File: src/rtl/rd_scoreboard_if.sv
// Issue/write-back/status bundle between decode, write-back and rd_scoreboard.
interface rd_scoreboard_if;
  logic        issue_valid;
  logic        issue_wr;
  logic [4:0]  issue_rd;
  logic [4:0]  issue_rs1;
  logic [4:0]  issue_rs2;
  logic        uses_rs1;
  logic        uses_rs2;
  logic        wb_valid;
  logic [4:0]  wb_rd;
  logic        flush;
  logic        stall;
  logic [31:0] pending;
  logic [6:0]  inflight;
  logic        err_underflow;

  modport master (
    output issue_valid, issue_wr, issue_rd, issue_rs1, issue_rs2,
           uses_rs1, uses_rs2, wb_valid, wb_rd, flush,
    input  stall, pending, inflight, err_underflow
  );

  modport slave (
    input  issue_valid, issue_wr, issue_rd, issue_rs1, issue_rs2,
           uses_rs1, uses_rs2, wb_valid, wb_rd, flush,
    output stall, pending, inflight, err_underflow
  );
endinterface

File: src/rtl/rd_scoreboard.sv
// In-flight destination-register scoreboard with per-register pending counters.
// Optional: define SCB_WB_BYPASS_EN to let a same-cycle write-back release hazards.
module rd_scoreboard #(
  parameter int unsigned MAX_INFLIGHT = 3,
  parameter int unsigned CNT_W        = 2
) (
  input logic           clk,
  input logic           reset_n,
  rd_scoreboard_if.slave sb
);

  localparam logic [CNT_W-1:0] MAX_CNT = CNT_W'(MAX_INFLIGHT);
  localparam logic [CNT_W-1:0] ONE     = CNT_W'(1);

  logic [CNT_W-1:0] cnt_q [32];
  logic [CNT_W-1:0] cnt_d [32];
  logic [6:0]       inflight_q, inflight_d;
  logic             err_q, err_d;

  logic [CNT_W-1:0] cnt_rs1, cnt_rs2, cnt_rd, cnt_wb;
  logic             busy1, busy2, full;
  logic             haz1, haz2, hazw, stall, accept;
  logic             inc_any, dec_any;

  always_comb begin
    cnt_rs1 = cnt_q[sb.issue_rs1];
    cnt_rs2 = cnt_q[sb.issue_rs2];
    cnt_rd  = cnt_q[sb.issue_rd];
    cnt_wb  = cnt_q[sb.wb_rd];
`ifdef SCB_WB_BYPASS_EN
    // Write-through register file: a retiring last write is already visible.
    busy1 = (cnt_rs1 != '0) &&
            !(sb.wb_valid && (sb.wb_rd == sb.issue_rs1) && (cnt_rs1 == ONE));
    busy2 = (cnt_rs2 != '0) &&
            !(sb.wb_valid && (sb.wb_rd == sb.issue_rs2) && (cnt_rs2 == ONE));
    full  = (cnt_rd == MAX_CNT) && !(sb.wb_valid && (sb.wb_rd == sb.issue_rd));
`else
    busy1 = (cnt_rs1 != '0);
    busy2 = (cnt_rs2 != '0);
    full  = (cnt_rd == MAX_CNT);
`endif
    haz1   = sb.uses_rs1 && (sb.issue_rs1 != 5'd0) && busy1;
    haz2   = sb.uses_rs2 && (sb.issue_rs2 != 5'd0) && busy2;
    hazw   = sb.issue_wr && (sb.issue_rd != 5'd0) && full;
    stall  = sb.issue_valid && (haz1 || haz2 || hazw);
    accept = sb.issue_valid && !stall && !sb.flush;
  end

  assign sb.stall = stall;

  always_comb begin
    inc_any = accept && sb.issue_wr && (sb.issue_rd != 5'd0);
    dec_any = sb.wb_valid && (sb.wb_rd != 5'd0) && (cnt_wb != '0);
    err_d   = err_q ||
              (sb.wb_valid && (sb.wb_rd != 5'd0) && (cnt_wb == '0) && !sb.flush);

    cnt_d[0] = '0;
    for (int unsigned i = 1; i < 32; i++) begin
      cnt_d[i] = cnt_q[i];
      if (sb.flush) begin
        cnt_d[i] = '0;
      end else if (inc_any && (sb.issue_rd == 5'(i)) &&
                   !(dec_any && (sb.wb_rd == 5'(i)))) begin
        cnt_d[i] = cnt_q[i] + ONE;
      end else if (dec_any && (sb.wb_rd == 5'(i)) &&
                   !(inc_any && (sb.issue_rd == 5'(i)))) begin
        cnt_d[i] = cnt_q[i] - ONE;
      end
    end

    // Issue and write-back on different registers cancel in the total.
    inflight_d = inflight_q;
    if (sb.flush) begin
      inflight_d = '0;
    end else if (inc_any && !dec_any) begin
      inflight_d = inflight_q + 7'd1;
    end else if (dec_any && !inc_any) begin
      inflight_d = inflight_q - 7'd1;
    end
  end

  always_ff @(posedge clk or negedge reset_n) begin
    if (!reset_n) begin
      for (int unsigned i = 0; i < 32; i++) begin
        cnt_q[i] <= '0;
      end
      inflight_q <= '0;
      err_q      <= 1'b0;
    end else begin
      cnt_q      <= cnt_d;
      inflight_q <= inflight_d;
      err_q      <= err_d;
    end
  end

  always_comb begin
    sb.pending = '0;
    for (int unsigned i = 1; i < 32; i++) begin
      sb.pending[i] = (cnt_q[i] != '0);
    end
  end

  assign sb.inflight      = inflight_q;
  assign sb.err_underflow = err_q;

endmodule
File: src/flat_wrapper.sv
// flat-port wrapper written by rule: the top's interface ports become plain ports
module rd_scoreboard_flat 
#(
  parameter int unsigned MAX_INFLIGHT = 3,
  parameter int unsigned CNT_W        = 2
)
  (clk, reset_n, sb_issue_valid, sb_issue_wr, sb_issue_rd, sb_issue_rs1, sb_issue_rs2, sb_uses_rs1, sb_uses_rs2, sb_wb_valid, sb_wb_rd, sb_flush, sb_stall, sb_pending, sb_inflight, sb_err_underflow);
  rd_scoreboard_if sb_i ();
  input logic clk;
  input logic reset_n;
  input wire logic [$bits(sb_i.issue_valid)-1:0] sb_issue_valid;
  input wire logic [$bits(sb_i.issue_wr)-1:0] sb_issue_wr;
  input wire logic [$bits(sb_i.issue_rd)-1:0] sb_issue_rd;
  input wire logic [$bits(sb_i.issue_rs1)-1:0] sb_issue_rs1;
  input wire logic [$bits(sb_i.issue_rs2)-1:0] sb_issue_rs2;
  input wire logic [$bits(sb_i.uses_rs1)-1:0] sb_uses_rs1;
  input wire logic [$bits(sb_i.uses_rs2)-1:0] sb_uses_rs2;
  input wire logic [$bits(sb_i.wb_valid)-1:0] sb_wb_valid;
  input wire logic [$bits(sb_i.wb_rd)-1:0] sb_wb_rd;
  input wire logic [$bits(sb_i.flush)-1:0] sb_flush;
  output wire logic [$bits(sb_i.stall)-1:0] sb_stall;
  output wire logic [$bits(sb_i.pending)-1:0] sb_pending;
  output wire logic [$bits(sb_i.inflight)-1:0] sb_inflight;
  output wire logic [$bits(sb_i.err_underflow)-1:0] sb_err_underflow;
  assign sb_i.issue_valid = sb_issue_valid;
  assign sb_i.issue_wr = sb_issue_wr;
  assign sb_i.issue_rd = sb_issue_rd;
  assign sb_i.issue_rs1 = sb_issue_rs1;
  assign sb_i.issue_rs2 = sb_issue_rs2;
  assign sb_i.uses_rs1 = sb_uses_rs1;
  assign sb_i.uses_rs2 = sb_uses_rs2;
  assign sb_i.wb_valid = sb_wb_valid;
  assign sb_i.wb_rd = sb_wb_rd;
  assign sb_i.flush = sb_flush;
  assign sb_stall = sb_i.stall;
  assign sb_pending = sb_i.pending;
  assign sb_inflight = sb_i.inflight;
  assign sb_err_underflow = sb_i.err_underflow;
  rd_scoreboard #(.MAX_INFLIGHT(MAX_INFLIGHT), .CNT_W(CNT_W)) u_core (.clk(clk), .reset_n(reset_n), .sb(sb_i));
endmodule
File: config.mk
export PLATFORM = sky130hd
export DESIGN_NAME = rd_scoreboard_flat
export DESIGN_NICKNAME = d
export VERILOG_FILES = /design/src/rtl/rd_scoreboard_if.sv /design/src/rtl/rd_scoreboard.sv /design/src/flat_wrapper.sv
export SDC_FILE = /design/constraint.sdc
export NUM_CORES = 1
export LEC_CHECK = 0
export CAP_MARGIN = 20
export CORE_UTILIZATION = 50
export CTS_CLUSTER_SIZE = 16
export DETAILED_ROUTE_END_ITERATION = 7
export PLACE_DENSITY = 0.76
export RECOVER_POWER = 25
export SLEW_MARGIN = 40
export SYNTH_ARGS = -nofsm -noshare
export SYNTH_HDL_FRONTEND = slang
export SYNTH_SLANG_ARGS = --single-unit
File: constraint.sdc
create_clock -name clk -period 4.3 [get_ports clk]
set_clock_uncertainty 0.2 [all_clocks]
set_input_delay 1.075 -clock clk [delete_from_list [all_inputs] [get_ports clk]]
set_output_delay 1.075 -clock clk [all_outputs]
set_load 0.005 [all_outputs]
* Word-level counts from Yosys, hierarchy flattened *
Cells that the tools add are included.

storage, ports and cells
  bits in registers = 70
  bits of input ports = 28
  output and inout port bits = 41
  word-level logic and storage cells = 557

cells by class
  $add $sub $neg = 64
  $lt $le $gt $ge = 4
  equal/unequal tests = 63
  multiplexer cells = 108
  bitwise gates (word level) = 4
  reduce and logical (&&, ||, !) cells = 281

operator list
  cell                                                      number
  two-way mux 2 bit                                         101
  == test 5 bit, second input constant                      32
  logical AND 1 bit                                         141
  nonzero test 3 bit                                        32
  == test 5 x 4 -> 1 bit, second input constant             16
  nonzero test 2 bit                                        34
  logical NOT 1 bit                                         66
  adder 2 x 1 -> 2 bit, second input constant               31
  subtractor 2 x 1 -> 2 bit, second input constant          31
  binary-select mux 2 bit (select 5 bit)                    4
  == test 5 x 3 -> 1 bit, second input constant             8
  greater-or-equal comparator 6 bit, second input constant  4
  NOT 5 -> 6 bit                                            4
  two-way mux 7 bit                                         3
  == test 5 x 2 -> 1 bit, second input constant             4
  nonzero test 5 bit                                        4
  == test 5 x 1 -> 1 bit, second input constant             2
  adder 7 x 1 -> 7 bit, second input constant               1
  subtractor 7 x 1 -> 7 bit, second input constant          1
  logical OR 1 bit                                          3
  == test 2 bit, second input constant                      1
  logical NOT 2 bit                                         1

* Logic depth before layout (Yosys ltp) *
Gate-level depths: netlist (run 1).

  word-level depth = 20
  mapped depth = 17
  mapped depth without buffers = 14

* Worst setup path before layout (run 1) *
OpenSTA, ideal clock, no wires.

  kind = input to register
  start point = in sb_issue_rs1[0]
  end point = reg u_core.inflight_q[6], in the netlist u_core.sb.inflight[6]
  setup time = 125 ps
  arrival = 4456 ps
  data required time = 3975 ps
  path slack = -481 ps
  cell stages on the path = 16
  path buffers = 3
  path through = buf_2 -> buf_6 -> nor3_1 -> a21oi_1 -> o311a_1 -> and3_1 -> a311o_1 -> a2111o_1 -> buf_2 -> fa_1 -> a21o_1 -> a21oi_1 -> o21bai_1 -> a21oi_1 -> mux2i_2 -> mux2_4

on the way
  cells in the longest elaborated chain, start to end = 17
  elaborated cells between the ends (all ways) = 22
  those cells by class = mux: 5; bitwise: 1; reduce/logical: 16

RTL lines
  item                                                            RTL line                                  RTL
  start: declaration                                              flat_wrapper.sv:14                        input wire logic [$bits(sb_i.issue_rs1)-1:0] sb_issue_rs1;
  NOT 5 -> 6 bit (not written as such)                            rd_scoreboard.sv:26                       cnt_rs1 = cnt_q[sb.issue_rs1];
  binary-select mux 2 bit (select 5 bit)                          rd_scoreboard.sv:26
  two-way mux 2 bit (not written as such) (2 in a row)            rd_scoreboard.sv:26
  nonzero test 2 bit                                              rd_scoreboard.sv:38                       busy1 = (cnt_rs1 != '0);
  logical AND 1 bit (*)                                           rd_scoreboard.sv:42                       haz1 = sb.uses_rs1 && (sb.issue_rs1 != 5'd0) && busy1;
  logical OR 1 bit (*) (2 in a row)                               rd_scoreboard.sv:45                       stall = sb.issue_valid && (haz1 || haz2 || hazw);
  logical AND 1 bit (*)                                           rd_scoreboard.sv:45
  logical NOT 1 bit (*)                                           rd_scoreboard.sv:46                       accept = sb.issue_valid && !stall && !sb.flush;
  logical AND 1 bit (*) (2 in a row)                              rd_scoreboard.sv:46
  logical AND 1 bit (*) (2 in a row)                              rd_scoreboard.sv:52                       inc_any = accept && sb.issue_wr && (sb.issue_rd != 5'd0);
  logical AND 1 bit / logical NOT 1 bit (equally long branches)   rd_scoreboard.sv:75, rd_scoreboard.sv:77
  two-way mux 7 bit / logical AND 1 bit (equally long branches)   rd_scoreboard.sv:75, rd_scoreboard.sv:77
  two-way mux 7 bit / nonzero test 3 bit (equally long branches)  -
  end signal: assignment                                          rd_scoreboard.sv:91                       inflight_q <= inflight_d;
  end: declaration                                                rd_scoreboard.sv:17                       logic [6:0] inflight_q, inflight_d;

Mark *: on every way between the ends. The rest lies on a longest branch, timed or not. The select of a mux whose other input is x is not followed.
A chain may end at the register's enable or synchronous reset.

* Final worst setup path (run 1) *
  start point = in sb_issue_rd[0]
  end point = reg u_core.inflight_q[6], in the netlist u_core.sb.inflight[6]

on the way
  cells in the longest elaborated chain, start to end = 16
  elaborated cells between the ends (all ways) = 21
  those cells by class = eq/ne: 1; mux: 5; bitwise: 1; reduce/logical: 14

RTL lines
  item                                                            RTL line                                  RTL
  start: declaration                                              flat_wrapper.sv:13                        input wire logic [$bits(sb_i.issue_rd)-1:0] sb_issue_rd;
  NOT 5 -> 6 bit (not written as such)                            rd_scoreboard.sv:28                       cnt_rd = cnt_q[sb.issue_rd];
  binary-select mux 2 bit (select 5 bit)                          rd_scoreboard.sv:28
  two-way mux 2 bit (not written as such) (2 in a row)            rd_scoreboard.sv:28
  == test 2 bit                                                   rd_scoreboard.sv:40                       full = (cnt_rd == MAX_CNT);
  logical AND 1 bit                                               rd_scoreboard.sv:44                       hazw = sb.issue_wr && (sb.issue_rd != 5'd0) && full;
  logical OR 1 bit                                                rd_scoreboard.sv:45
  logical AND 1 bit                                               rd_scoreboard.sv:45
  logical NOT 1 bit                                               rd_scoreboard.sv:46
  logical AND 1 bit (2 in a row)                                  rd_scoreboard.sv:46
  logical AND 1 bit                                               rd_scoreboard.sv:52
  logical AND 1 bit (*)                                           rd_scoreboard.sv:52
  logical AND 1 bit / logical NOT 1 bit (equally long branches)   rd_scoreboard.sv:75, rd_scoreboard.sv:77
  two-way mux 7 bit / logical AND 1 bit (equally long branches)   rd_scoreboard.sv:75, rd_scoreboard.sv:77
  two-way mux 7 bit / nonzero test 3 bit (equally long branches)  -

Marked as above.

==> metrics.txt, run 1 <==
status finished, violations left; failing checks capacitance limit, slew limit, setup timing; Comb power frac 25.3%; kind of critical path in2reg; Post-synth EDFFs 0; die span in x 113 µm; max-cap viol count 2; WHS 0.338 ns; Fin Setup TNS -0.396 ns; Clk pwr share 39.7%; worst endpoint required time 4.34 ns; synth unique cells 80; Max Slew Vio Count 62; area grow syn2layout 33.4%; crit path cell chain buf_12 > buf_12 > mux4_1 > inv_1 > a221oi_1 > o21ai_2 > o211ai_4 > buf_6 > a2111o_1 > fa_2 > a21o_1 > a21oi_2 > o21bai_1 > a21oi_2 > mux2i_2 > mux2_4; Top FF cell, synth dfrtp_1; Final period util 104%; count of final hold-check violations 0; floorplan core area 12000 µm²; Worst slew margin -26.6%; Seq pwr share 35.1%; CTS tree built; Cell Area, Placed 7500 µm²; ANT cells 0; largest net degree at the start of global routing 75; GR Overflow Total 0; worst-path cell with the longest stage delay mux4_1; cells after synthesis 691; CP peak stage delay 0.55 ns; Switching Fraction 29.3%; Critical Path Fanout Max 6; Critical Path AT 4.50 ns; Post-route DRC 0; RePlAce Congestion 1.01; unrepaired setup endpoints after global routing true; port bufs 67; Die Ht 113 µm; R2R setup slack 0.14 ns; nature of the critical path endpoint register; Setup-failing EPs final 3; fin crit period 4.46 ns; Setup WS post-layout -0.164 ns; Total Power 1.96 mW; WL per Instance 22.6 µm; initial cell density of the core 51.1%; first-pass GRT wire length 34800 µm; PD cells 240 nW/µm²; Reg-to-Reg End u_core.sb.inflight[6]; final cell count without fillers 990; Fmax achieved 0.224 GHz; Final Cell Area 8150 µm²; DP Worst Slack -0.948 ns; leak pwr 3.60 nW; via total after detailed routing 6584; vias in the first global route 6501; first drt pass iteration count 5; commonest non-fill, non-tap cell in the layout buf_4; Synth area leaders dfrtp_1 (29%), mux4_2 (7.0%), o2111ai_1 (4.2%); Synth Warn # 0; Placed Cells 953; post-layout util 68.1%; post-synth top area share 28.7%; via density per instance 6.65; Crit Reg-Reg Startpoint u_core.cnt_q[6]; CTS max path bufs 2; #FFs+latches synth 70; worst-margin pin slew 1.90 ns; crit path from sb_issue_rd[0]; Hold Path Class reg2reg; CP startpoint kind input port; Final ANT Viol Nets 0; sw power 0.572 mW; R2R depth 13; asr flop ratio synth 100%; CTS buffer count 9; syn_area_per_cell 8.84 µm²; Clock Latency Late Sink 0.36 ns; initial antenna violation count 0; detailed placement HPWL 15700 µm; clock slew at reported path FFs 0.06 ns; die area 12700 µm²; ratio of cells with drive above 1 in the final layout 25.3%; post-synthesis sequential area ratio 28.7%; Post-Syn Area 6110 µm²; number of clock sinks 70; syn_nets 725; cell internal pwr 1.38 mW; num ports 69; Worst Setup EP u_core.sb.inflight[6]; H-Tree Depth 3; root buf cell clkbuf_16; wirelength, routed 22400 µm; GRT Total Usage 36.4%; Final #Nets 872; Synth area leader dfrtp_1; maximum vdd drop 0.000279 V; hold_buf cts 0; drt initial violations 784; cell row count 40; commonest cells after routing, fill and taps aside buf_4 (105), dfrtp_1 (70), nor2_1 (59), clkdlybuf4s50_1 (49)
==> synthesized netlist by cell type, types with 6 or more instances <==
cell	number
nand2b_1	11
xnor2_1	18
nand2_1	28
a21boi_0	7
nor3_1	37
and4_1	15
a31oi_1	24
nor2_1	59
nor4_1	10
or3_1	13
nand4_1	6
o2111ai_1	29
nand3_1	15
xnor3_1	10
inv_1	45
a21oi_1	49
clkbuf_1	30
dfrtp_1	70
mux4_2	19
and2_1	13
o21ai_0	33
xor2_1	9
nor2b_1	15
buf_2	10
or4_1	9
==> worst min-delay path by stage <==
stage / start / endpoint / slack (ns) / depth (start not counted)
2_1_floorplan: u_core.sb.err_underflow / u_core.sb.err_underflow / 0.27 / 1
3_3_place_gp: u_core.sb.err_underflow / u_core.sb.err_underflow / 0.32 / 1
3_5_place_dp: u_core.sb.err_underflow / u_core.sb.err_underflow / 0.31 / 1
4_1_cts: u_core.sb.err_underflow / u_core.sb.err_underflow / 0.33 / 1
5_1_grt: u_core.sb.err_underflow / u_core.sb.err_underflow / 0.36 / 1
6_report: u_core.sb.err_underflow / u_core.sb.err_underflow / 0.34 / 1
==> logic make-up (layout without fill, tap and decap cells) <==
logic type,count (synthesis),after routing,share of synthesized area (%)
flip-flops,70,70,28.7
XOR/XNOR,37,37,7.56
other,1,1,0.0614
AND/OR/NAND/NOR,263,263,23.8
adder cells (fa/ha/maj),6,6,1.35
buffers and inverters,98,250,7.21
multiplexers,31,31,10.5
AO/OA/AOI/OAI,185,185,20.9
==> worst max-delay path, delay by kind of cell <==
family                     cells  cell delay [ns]
AOI/OAI and AO/OA              8             1.47
adders and majority gates      1             0.41
buffers and inverters          4             0.44
muxes                          3             1.12
==> sequential cells by signal (all words and copies together), names as in the netlist <==
register / flops
u_core.sb.err_underflow: 1
u_core.sb.inflight: 7
u_core.cnt_q: 62
==> power groups by stage <==
| stage | Sequential [mW] | Clock, mW | Combinational [mW] |
|---|---|---|---|
| 2_1_floorplan | 0.692 | 0 | 0.226 |
| 3_5_place_dp | 0.695 | 0 | 0.423 |
| 6_report | 0.686 | 0.776 | 0.494 |
| 5_1_grt | 0.687 | 0.805 | 0.523 |
| 4_1_cts | 0.684 | 0.781 | 0.460 |
| 3_3_place_gp | 0.695 | 0 | 0.412 |
==> per-layer routing <==
layer  track usage, %  vias up  part of all wire [%]
met1             46.6     3161                    39
met2             56.8      439                    45
met5                0        -                     0
li1                 -     2893                     -
met3             8.75       91                    11
met4             20.0        0                   4.6
==> repair_timing <==
action / 4_1_cts / 5_1_grt
gates resized for setup: 58 / 19
setup buffers: 16 / 4
gates cloned: 2 / 0
hold endpoints to repair: 0 / 0
pin swaps: 20 / 20
setup endpoints to repair: 5 / 8
==> cell type report <==
cell class | instances | area [µm²]
clock buffers | 13 | 260
clock inverters | 3 | 42.5
fillers | 956 | 3810
inverters | 47 | 178
multi-input cells | 523 | 4080
flip-flops and latches | 70 | 1750
well taps | 147 | 184
repair buffers | 187 | 1660
No activity file was read; power rests on OpenSTA's default activity.
==> inputs of run 2 (changes only) <==
--- a/config.mk
+++ b/config.mk
@@ -11,7 +11,7 @@
 export DETAILED_ROUTE_END_ITERATION = 7
 export PLACE_DENSITY = 0.76
 export RECOVER_POWER = 25
-export SLEW_MARGIN = 40
+export SKIP_CTS_REPAIR_TIMING = 1
 export SYNTH_ARGS = -nofsm -noshare
 export SYNTH_HDL_FRONTEND = slang
 export SYNTH_SLANG_ARGS = --single-unit
==> run 2 against run 1 <==
Against the previous run: maximum frequency grew 1.4%; largest power group unchanged; power fell by 0.31%; utilization decreased by 0.12 points; sequential power about the same; via count about the same; highest routed layer unchanged; setup slack gained 0.062 ns; combinational power decreased by 1%; the run still ends with capacitance limit, slew limit, setup timing left; largest cell class unchanged.
==> metrics.txt, run 2 (synthesis gave the netlist of run 1 again) <==
count of final hold-check violations 0; area grow syn2layout 33.2%; die span in x 113 µm; R2R depth 13; Setup WS post-layout -0.101 ns; DR WL met3 2300 µm; port bufs 67; initial cell density of the core 51.1%; commonest cells after routing, fill and taps aside buf_4 (98), dfrtp_1 (70), nor2_1 (58), clkdlybuf4s50_1 (49), inv_1 (44); ANT cells 0; Max Slew Vio Count 62; Comb power frac 25.0%; wirelength, routed 22300 µm; leak pwr 3.65 nW; status finished, violations left; kind of critical path in2out; clock slew at reported path FFs 0.06 ns; Critical Path AT 3.13 ns; Final Cell Area 8140 µm²; worst endpoint required time 3.02 ns; CTS tree built; detailed placement HPWL 15700 µm; die area 12700 µm²; Crit Reg-Reg Startpoint u_core.cnt_q[0]; Final ANT Viol Nets 0; via total after detailed routing 6586; first-pass GRT wire length 33600 µm; fin crit period 4.40 ns; initial antenna violation count 0; met2 WL 10000 µm; root buf cell clkbuf_16; cell row count 40; worst hold stages 1; CTS buffer count 9; cell internal pwr 1.38 mW; largest net degree at the start of global routing 75; Cell Area, Placed 7500 µm²; ratio of cells with drive above 1 in the final layout 24.1%; number of clock sinks 70; Placed Cells 953; Fmax achieved 0.227 GHz; floorplan core area 12000 µm²; Largest register FFs 62; RePlAce Congestion 1.01; vias in the first global route 6292; Worst slew margin -28.4%; Post-route DRC 0; Top Metal Used met4; WL per Instance 22.8 µm; Die Ht 113 µm; Clk pwr share 39.8%; final cell count without fillers 981; CP startpoint kind input port; Reg-to-Reg End u_core.sb.inflight[6]; Setup-failing EPs final 2; sw power 0.571 mW; Critical Path Fanout Max 8; Seq pwr share 35.3%; via density per instance 6.71; worst-margin pin slew 1.93 ns; Switching Fraction 29.3%; drt initial violations 857; HP Start u_core.sb.err_underflow; M1 wire length 9040 µm; Clock Latency Late Sink 0.35 ns; CTS max path bufs 2; R2R setup slack 0.17 ns; Top reg by flops u_core.cnt_q; failing checks capacitance limit, slew limit, setup timing; PD cells 240 nW/µm²; Final period util 102%; max-cap viol count 2; maximum vdd drop 0.000265 V; Worst Hold End u_core.sb.err_underflow; WHS 0.351 ns; commonest non-fill, non-tap cell in the layout buf_4; Final #Nets 863; Hold Path Class reg2reg; GR Overflow Total 0; unrepaired setup endpoints after global routing true; num ports 69; Total Power 1.95 mW; nature of the critical path endpoint output pin; GRT Total Usage 35.1%; first drt pass iteration count 5; H-Tree Depth 3
-- run 2: cell count changes in the layout (fill, tap and decap cells not counted), moves of 2 or more --
cell and delta:
buf_16 -2, a311oi_1 +2, buf_6 -4, ha_1 -2
ha_4 +2, o221ai_1 +2, buf_4 -7, clkbuf_16 +2
dlygate4sd2_1 -9, a311oi_2 -2, dlymetal6s2s_1 +12, o221ai_2 -2
-- run 2: cell type report --
cell class                      instances  area, µm²
Sequential cell                        70       1750
Inverter                               47        176
Tap cell                              147        184
Timing Repair Buffer                  178       1640
Clock buffer                           13        260
Fill cell                             962       3820
Clock inverter                          3       42.5
Multi-Input combinational cell        523       4080
-- run 2: routing by layer --
layer,GRT usage (%),vias to the layer above
li1,-,2875
met2,54.5,420
met3,9.23,85
met1,46.2,3206
met5,0,-
met4,15.7,0
-- run 2: power by group through the flow --
stage                     combinational [mW]  sequential, mW  clock, mW
after detailed placement               0.423           0.695          0
after floorplan                        0.226           0.692          0
after global routing                   0.517           0.688      0.807
after global placement                 0.412           0.695          0
final                                  0.487           0.688      0.776
after CTS                              0.426           0.684      0.781
-- run 2: worst max path at each step --
stage                     from                     to  slack [ns]
2_1_floorplan  sb_issue_rs1[0]  u_core.sb.inflight[6]       -0.22
3_3_place_gp    sb_issue_rd[0]  u_core.sb.inflight[6]       -0.79
3_5_place_dp    sb_issue_rd[0]  u_core.sb.inflight[6]       -0.95
4_1_cts         sb_issue_rd[0]               sb_stall       -0.81
5_1_grt            sb_wb_rd[2]  u_core.sb.inflight[6]       -0.18
6_report        sb_issue_rd[0]               sb_stall       -0.10
-- run 2: critical path, stage by stage --
cell and delay [ns]:
buf_12 0.11, buf_12 0.14, buf_6 0.13, nand4b_1 0.18
a31oi_2 0.25, a311oi_2 0.08, or4_4 0.56, o211ai_4 0.11
buf_4 0.17, nor2_4 0.05, nor2b_1 0.12, dlymetal6s2s_1 0.13
-- run 2: per-stage QoR --
stage / setup WS, ns / utilization [%] / setup TNS (ns)
after global routing: -0.185 / 68.0 / -0.500
after floorplan: -0.224 / - / -0.224
after detailed placement: -0.948 / 62.7 / -4.77
after global placement: -0.792 / 62.7 / -3.26
after CTS: -0.809 / 65.2 / -2.13
final: -0.101 / 68.0 / -0.187
